===== src/rtl/alu_pkg.sv =====
// Shared types for the ALU sequencer: opcode encoding (equal to the big-mux
// input index) and the sequencer FSM states.
package alu_pkg;

   localparam int WIDTH_DEF   = 8;
   localparam int OPW_DEF     = 3;
   localparam int NUM_OPS_DEF = 8;

   typedef enum logic [2:0] {
      OP_ADD  = 3'd0,
      OP_SUB  = 3'd1,
      OP_OR   = 3'd2,
      OP_AND  = 3'd3,
      OP_XOR  = 3'd4,
      OP_SHL  = 3'd5,
      OP_SHR  = 3'd6,
      OP_PASS = 3'd7
   } op_e;

   typedef enum logic [1:0] {
      IDLE = 2'd0,
      EXEC = 2'd1,
      RESP = 2'd2
   } state_e;

   function automatic logic op_is_illegal(input int op, input int num_ops);
      return op >= num_ops;
   endfunction

endpackage


===== src/rtl/alu_arbiter_rr_arb2.sv =====
// Two-input round-robin arbiter; on a tie the requester that did not win last
// time is granted. last_grant is held by the parent.
module rr_arb2 (
   input  logic [1:0] valid,
   input  logic       last_grant,
   output logic [1:0] grant
);

   always_comb begin
      grant = valid;
      if (valid == 2'b11) begin
         grant = last_grant ? 2'b01 : 2'b10;
      end
   end

endmodule


===== src/rtl/alu_arbiter.sv =====
// Sequencer for the shared ALU: grants one of two requesters, registers the
// operands/select into the ALU, captures the result and returns it tagged.
//
// Handshakes: a transfer happens on a rising edge where valid && ready are
// both high; ready may depend on valid, valid must never depend on ready.
module alu_arbiter
   import alu_pkg::*;
#(
   parameter int WIDTH   = WIDTH_DEF,
   parameter int OPW     = OPW_DEF,
   parameter int NUM_OPS = NUM_OPS_DEF
) (
   input  logic             clk,
   input  logic             rst,
   input  logic             req0_valid,
   output logic             req0_ready,
   input  logic [OPW-1:0]   req0_op,
   input  logic [WIDTH-1:0] req0_a,
   input  logic [WIDTH-1:0] req0_b,
   input  logic             req1_valid,
   output logic             req1_ready,
   input  logic [OPW-1:0]   req1_op,
   input  logic [WIDTH-1:0] req1_a,
   input  logic [WIDTH-1:0] req1_b,
   output logic [OPW-1:0]   alu_sel,
   output logic [WIDTH-1:0] alu_a,
   output logic [WIDTH-1:0] alu_b,
   input  logic [WIDTH-1:0] alu_result,
   output logic             rsp_valid,
   input  logic             rsp_ready,
   output logic             rsp_id,
   output logic [WIDTH-1:0] rsp_data,
   output logic             rsp_err,
   output state_e           dbg_state
);

   state_e           state_q, state_d;
   logic [OPW-1:0]   sel_q, sel_d;
   logic [WIDTH-1:0] a_q, a_d;
   logic [WIDTH-1:0] b_q, b_d;
   logic             id_q, id_d;
   logic             err_q, err_d;
   logic             last_grant_q, last_grant_d;
   logic             rsp_valid_q, rsp_valid_d;
   logic             rsp_id_q, rsp_id_d;
   logic [WIDTH-1:0] rsp_data_q, rsp_data_d;
   logic             rsp_err_q, rsp_err_d;

   logic [1:0]       grant;
   logic [1:0]       ready;
   logic [OPW-1:0]   op_in;
   logic [WIDTH-1:0] a_in;
   logic [WIDTH-1:0] b_in;

   rr_arb2 u_arb (
      .valid      ({req1_valid, req0_valid}),
      .last_grant (last_grant_q),
      .grant      (grant)
   );

   assign ready      = (state_q == IDLE && !rst) ? grant : 2'b00;
   assign req0_ready = ready[0];
   assign req1_ready = ready[1];

   assign op_in = grant[1] ? req1_op : req0_op;
   assign a_in  = grant[1] ? req1_a  : req0_a;
   assign b_in  = grant[1] ? req1_b  : req0_b;

   always_comb begin
      state_d      = state_q;
      sel_d        = sel_q;
      a_d          = a_q;
      b_d          = b_q;
      id_d         = id_q;
      err_d        = err_q;
      last_grant_d = last_grant_q;
      rsp_valid_d  = rsp_valid_q;
      rsp_id_d     = rsp_id_q;
      rsp_data_d   = rsp_data_q;
      rsp_err_d    = rsp_err_q;
      unique case (state_q)
         IDLE: begin
            if (|ready) begin
               sel_d        = op_in;
               a_d          = a_in;
               b_d          = b_in;
               id_d         = grant[1];
               err_d        = op_is_illegal(int'(op_in), NUM_OPS);
               last_grant_d = grant[1];
               state_d      = EXEC;
            end
         end
         EXEC: begin
            // The mux output is only trusted here, one cycle after the select settles.
            rsp_data_d  = err_q ? '0 : alu_result;
            rsp_id_d    = id_q;
            rsp_err_d   = err_q;
            rsp_valid_d = 1'b1;
            state_d     = RESP;
         end
         RESP: begin
            if (rsp_ready) begin
               rsp_valid_d = 1'b0;
               state_d     = IDLE;
            end
         end
         default: state_d = IDLE;
      endcase
   end

   always_ff @(posedge clk) begin
      if (rst) begin
         state_q      <= IDLE;
         sel_q        <= '0;
         a_q          <= '0;
         b_q          <= '0;
         id_q         <= 1'b0;
         err_q        <= 1'b0;
         last_grant_q <= 1'b1;
         rsp_valid_q  <= 1'b0;
         rsp_id_q     <= 1'b0;
         rsp_data_q   <= '0;
         rsp_err_q    <= 1'b0;
      end else begin
         state_q      <= state_d;
         sel_q        <= sel_d;
         a_q          <= a_d;
         b_q          <= b_d;
         id_q         <= id_d;
         err_q        <= err_d;
         last_grant_q <= last_grant_d;
         rsp_valid_q  <= rsp_valid_d;
         rsp_id_q     <= rsp_id_d;
         rsp_data_q   <= rsp_data_d;
         rsp_err_q    <= rsp_err_d;
      end
   end

   assign alu_sel   = sel_q;
   assign alu_a     = a_q;
   assign alu_b     = b_q;
   assign rsp_valid = rsp_valid_q;
   assign rsp_id    = rsp_id_q;
   assign rsp_data  = rsp_data_q;
   assign rsp_err   = rsp_err_q;
   assign dbg_state = state_q;

endmodule

===== config.mk =====
export PLATFORM = sky130hd
export DESIGN_NAME = alu_arbiter
export DESIGN_NICKNAME = d
export VERILOG_FILES = /design/src/rtl/alu_pkg.sv /design/src/rtl/alu_arbiter_rr_arb2.sv /design/src/rtl/alu_arbiter.sv
export SDC_FILE = /design/constraint.sdc
export NUM_CORES = 1
export LEC_CHECK = 0
export ABC_AREA = 1
export CORE_MARGIN = 1.5
export CORE_UTILIZATION = 39
export DETAILED_ROUTE_END_ITERATION = 10
export PLACE_DENSITY = 0.79
export SLEW_MARGIN = 10
export SYNTH_ARGS = -nofsm -noshare
export SYNTH_HDL_FRONTEND = slang
export SYNTH_HIERARCHICAL = 1
export SYNTH_SLANG_ARGS = --single-unit

===== constraint.sdc =====
create_clock -name clk -period 1.8 [get_ports clk]
set_input_delay 0.36 -clock clk [delete_from_list [all_inputs] [get_ports clk]]
set_output_delay 0.36 -clock clk [all_outputs]
set_load 0.02 [all_outputs]

; Word level (Yosys, flattened, before mapping)
; Index checks and enable logic that the tools add are counted.
[classes]
eq_ne = 5
muxes = 11
n_reduce_logical = 8
[ops]
columns = op, count
row1 = $mux W8, 2
row2 = $mux W2, 5
row3 = $pmux W2 S3, 1
row4 = $reduce_and A2 Y1, 3
row5 = $eq A2 B2 Y1 const B, 2
row6 = $mux W3, 1
row7 = $eq A2 B1 Y1 const B, 1
row8 = $logic_not A2 Y1, 1
row9 = $ne A2 B1 Y1 const B, 1
row10 = $ne A2 B2 Y1 const B, 1
row11 = $pmux W1 S2, 1
row12 = $reduce_bool A2 Y1, 1
row13 = $reduce_or A2 Y1, 1
row14 = $logic_and A1 B1 Y1, 1
row15 = $logic_not A1 Y1, 1
row16 = $mux W1, 1
[totals]
reg_bits = 33
inputBits = 51
out_inout_bits = 34
elab_cells = 33

; Logic depth before layout (Yosys ltp)
[logic_depth]
ltp_word = 6
depth_mapped = 8
ltp_nobuf = 7

; By module
; The synthesis kept the hierarchy.
[by_module_without_submodules]
columns = mod, n_inst, cells_per_inst, area_each_um2, seq_area_each_um2
row1 = alu_arbiter, 1, 248, 1625.3, 660.6
row2 = rr_arb2, 1, 5, 21.3, 0.0

; Least setup slack after synthesis
; No wires, ideal clock.
[synth_timing]
path_kind = input-to-output
startpoint = in req1_valid
endpoint = out req1_ready
t_arrival_ns = 1.118
t_required_ns = 1.440
path_slack_ns = 0.322
path_stages = 5
path_buffers = 1
path_cell_list = inv_1 -> a21oi_1 -> nand3_2 -> buf_6 -> inv_1
[synth_between]
elab_chain_len = 3
[synth_rtl]
columns = element, line
row1 = "start, declared", alu_arbiter.sv:20  ; input logic req1_valid,
row2 = $eq A2 B2 Y1, alu_arbiter_rr_arb2.sv:11  ; if (valid == 2'b11) begin
row3 = $mux W2 (*), alu_arbiter_rr_arb2.sv:11
row4 = via grant[1], alu_arbiter.sv:49  ; logic [1:0] grant;
row5 = $mux W2 (*), alu_arbiter.sv:61  ; assign ready = (state_q == IDLE && !rst) ? grant : 2'b00;
row6 = "end, declared", alu_arbiter.sv:21  ; output logic req1_ready,
; Mark *: on every way through the listed nets, which the timed path passes. The rest lies on a longest branch.

; Final worst setup path
; Same ends and word-level chain as after synthesis.

==> impl_metrics.py <==
metrics = {
    "run_status": {
        "status": "finished clean",
    },
    "final_layout": {
        "finalNonFillerCells": 388,
        "syn_to_final_growth_pct": 60.0,
        "drive_gt1_share_pct": 8.28,
        "diodes": 0,
        "fin_util_pct": 65.4,
        "nFillCells": 364,
        "fin_nets": 388,
        "fin_area_sq_mm": 0.00264,
    },
    "pwr": {
        "power_frac_seq_pct": 36.5,
        "power.density_mw_per_mm2": 889,
        "power.total_mw": 2.34,
        "p_comb_share_pct": 28.3,
        "cellLeakagePower_nw": 1.28,
        "intPower_mw": 1.69,
        "pwr-share-clk_pct": 35.2,
        "swShare_pct": 27.9,
        "vdd_drop_max_mv": 0.544,
        "p_switching_mw": 0.653,
    },
    "worst_hold_path": {
        "hold_path.class": "reg2reg",
    },
    "sta": {
        "finalMaxSlewViolations": 0,
        "tns_ns": 0,
        "layout_min_cycle_time_ns": 1.75,
        "setup_violations": 0,
        "finClkSkew_ns": 0.00726,
        "post-route-period-util_pct": 97.1,
        "rsz0062_at_grt": "no",
        "hold_violations": 0,
        "fmax_mhz": 572,
    },
    "place": {
        "placed_area_sq_mm": 0.00250,
        "port_buffers": 83,
        "placedCellCount": 380,
        "gp_congestion": 0.697,
        "dp_hpwl_microns": 3040,
    },
    "worst_setup_path": {
        "crit_path_start_kind": "input port",
        "cp_slowest_cell": "clkdlybuf4s50_1",
        "cp_common_cell": "inv_1",
        "slowest_delay_ns": 0.48,
        "crit_fanout": 2,
        "crit_arrival_ns": 1.39,
        "crit_family": "buffers and inverters",
        "crit_chain": "clkdlybuf4s50_1, inv_1, a21oi_2, nand3_2, inv_1, buf_2",
        "endpoint_kind": "output pin",
        "path_class": "in2out",
        "cp_num_buf_inv": 4,
        "crit_required_ns": 1.44,
    },
    "floorplanning": {
        "start_util_pct": 40.9,
        "design.core.area_sq_mm": 0.00403,
        "num_rows": 23,
        "die_x_microns": 68.0,
        "ios": 85,
        "die_h_microns": 68.0,
        "fp.dieArea_sq_mm": 0.00462,
    },
    "job": {
        "drv_cap": 0,
    },
    "cts": {
        "clk_latency_ns": 0.29,
        "cts_tree": "yes",
        "cts_buffer_depth": 2,
        "cts_inserted_buffers": 5,
        "post_cts_resize_count": 8,
        "cts_sinks": 33,
        "cts_max_level": 2,
        "cts_hold_repair.buffers": 0,
        "postCtsSetupRepairBufs": 0,
        "clkTransAtPathRegs_ns": 0.07,
        "root_buffer": "clkbuf_8",
    },
    "global_route": {
        "gr-total-overflow": 0,
        "grt_start_max_net_pins": 40,
        "antenna_found_initial": 0,
        "grt_pass1_vias": 1603,
        "grt_pass1_wl_microns": 6820,
        "grtUsageTotal_pct": 19.7,
    },
    "logic_synthesis": {
        "yosysUniqueCellTypes": 20,
        "synth_ff_type": "dfxtp_1",
        "synth_edf_count": 0,
        "synth_largest_area_cell": "dfxtp_1",
        "yosys_warnings": 6,
        "synth_area_per_cell_sq_um": 6.51,
        "synth_seq_cells": 33,
        "async_flop_share_pct": 0,
        "synthCells": 253,
        "syn_nets": 304,
        "yosys-top-cells-area": "dfxtp_1, nor2_1, inv_1",
        "synth_top_area_share_pct": 40.1,
        "synth_common_cells": "nor2_1, inv_1, nand2_1, dfxtp_1, o21ai_0",
        "synth-seq-area-share_pct": 40.1,
        "synth_most_common_cell": "nor2_1",
        "syn_area_sq_mm": 0.00165,
    },
    "route": {
        "dr.pass1.iters": 4,
        "viasPerCell": 4.57,
        "wirelength_microns": 4300,
        "wl_per_cell_microns": 11.1,
        "route.detailed.drc": 0,
        "drt-initial-drc-count": 79,
        "ant_nets": 0,
        "vias": 1772,
    },
}
[cells in the final DEF, fill, tap and decap left out]
cell             instances
dlymetal6s2s_1           2
a21oi_1                  2
nand3_1                 23
nand3b_1                 1
inv_1                   43
nor2_1                  55
dfxtp_1                 33
o21ai_0                 28
clkinv_2                 1
inv_2                    1
conb_1                   1
nand3_2                  2
nor2_4                   1
buf_6                    1
buf_4                    8
a21oi_2                  1
clkbuf_8                 5
bufinv_16                2
o211ai_2                 1
clkdlybuf4s50_1         79
buf_2                    2
clkinv_1                 1
nor2_2                   3
nand2_1                 42
[power by group through the flow]
stage	clock network (mW)	registers, mW	logic, mW
2_1_floorplan	0	0.962	0.261
3_3_place_gp	0	0.869	0.655
3_5_place_dp	0	0.871	0.666
4_1_cts	0.839	0.857	0.668
5_1_grt	0.877	0.866	0.729
6_report	0.825	0.856	0.662
[cell families (layout without fill, tap and decap cells)]
| family | after synthesis | count (layout) | share of synthesized area (%) |
|---|---|---|---|
| other | 1 | 1 | 0.228 |
| AOI/OAI and AO/OA | 32 | 32 | 10.2 |
| and+or+nand+nor | 127 | 127 | 32.6 |
| buffers and inverters | 60 | 145 | 16.9 |
| DFF | 33 | 33 | 40.1 |
[per-layer routing]
| layer | vias to the layer above | track usage [%] | wire length, microns |
|---|---|---|---|
| li1 | 929 | - | - |
| met1 | 782 | 22.4 | 1930 |
| met2 | 59 | 32.9 | 1910 |
| met3 | 2 | 8.39 | 446 |
| met4 | 0 | 7.25 | 18 |
| met5 | - | 0 | 0 |
[cell type report]
type                            instances  area [sq um]  share of cell area [%]
Clock buffer                            5          68.8                    2.61
Clock inverter                          3          65.1                    2.47
Inverter                               45           169                    6.41
Multi-Input combinational cell        160           712                    27.0
Sequential cell                        33           661                    25.1
Tap cell                               50          62.6                    2.37
Timing Repair Buffer                   92           897                    34.0
[state kept, by name, indices dropped and copies added, names as in the netlist]
register      cells
dbg_state         2
alu_a             8
alu_b             8
last_grant_q      1
alu_sel           3
rsp_valid         1
rsp_id            1
id_q              1
rsp_data          8
[metrics by stage]
step / worst slack, ns / hold slack (ns)
after detailed placement: -0.372 / 0.463
after CTS: 0.0189 / 0.474
after global routing: 0.00967 / 0.500
after global placement: -0.329 / 0.458
after floorplan: 0.322 / 0.429
final: 0.0529 / 0.470
[path summary, 6_finish.rpt]
check	to	cells after the start	slack (ns)	startpoint
max	req1_ready	6	0.05	req1_valid
min	id_q	2	0.47	id_q
max reg2reg	alu_a[2]	6	0.37	last_grant_q
min reg2reg	id_q	2	0.47	id_q
[worst reg2reg max path: stages (launching register included)]
cell	delay, ns
dfxtp_1	0.34
a21oi_2	0.20
buf_6	0.28
o211ai_2	0.13
buf_4	0.19
nor2_1	0.13
nor2_2	0.05
(Power assumes the default switching activity.)
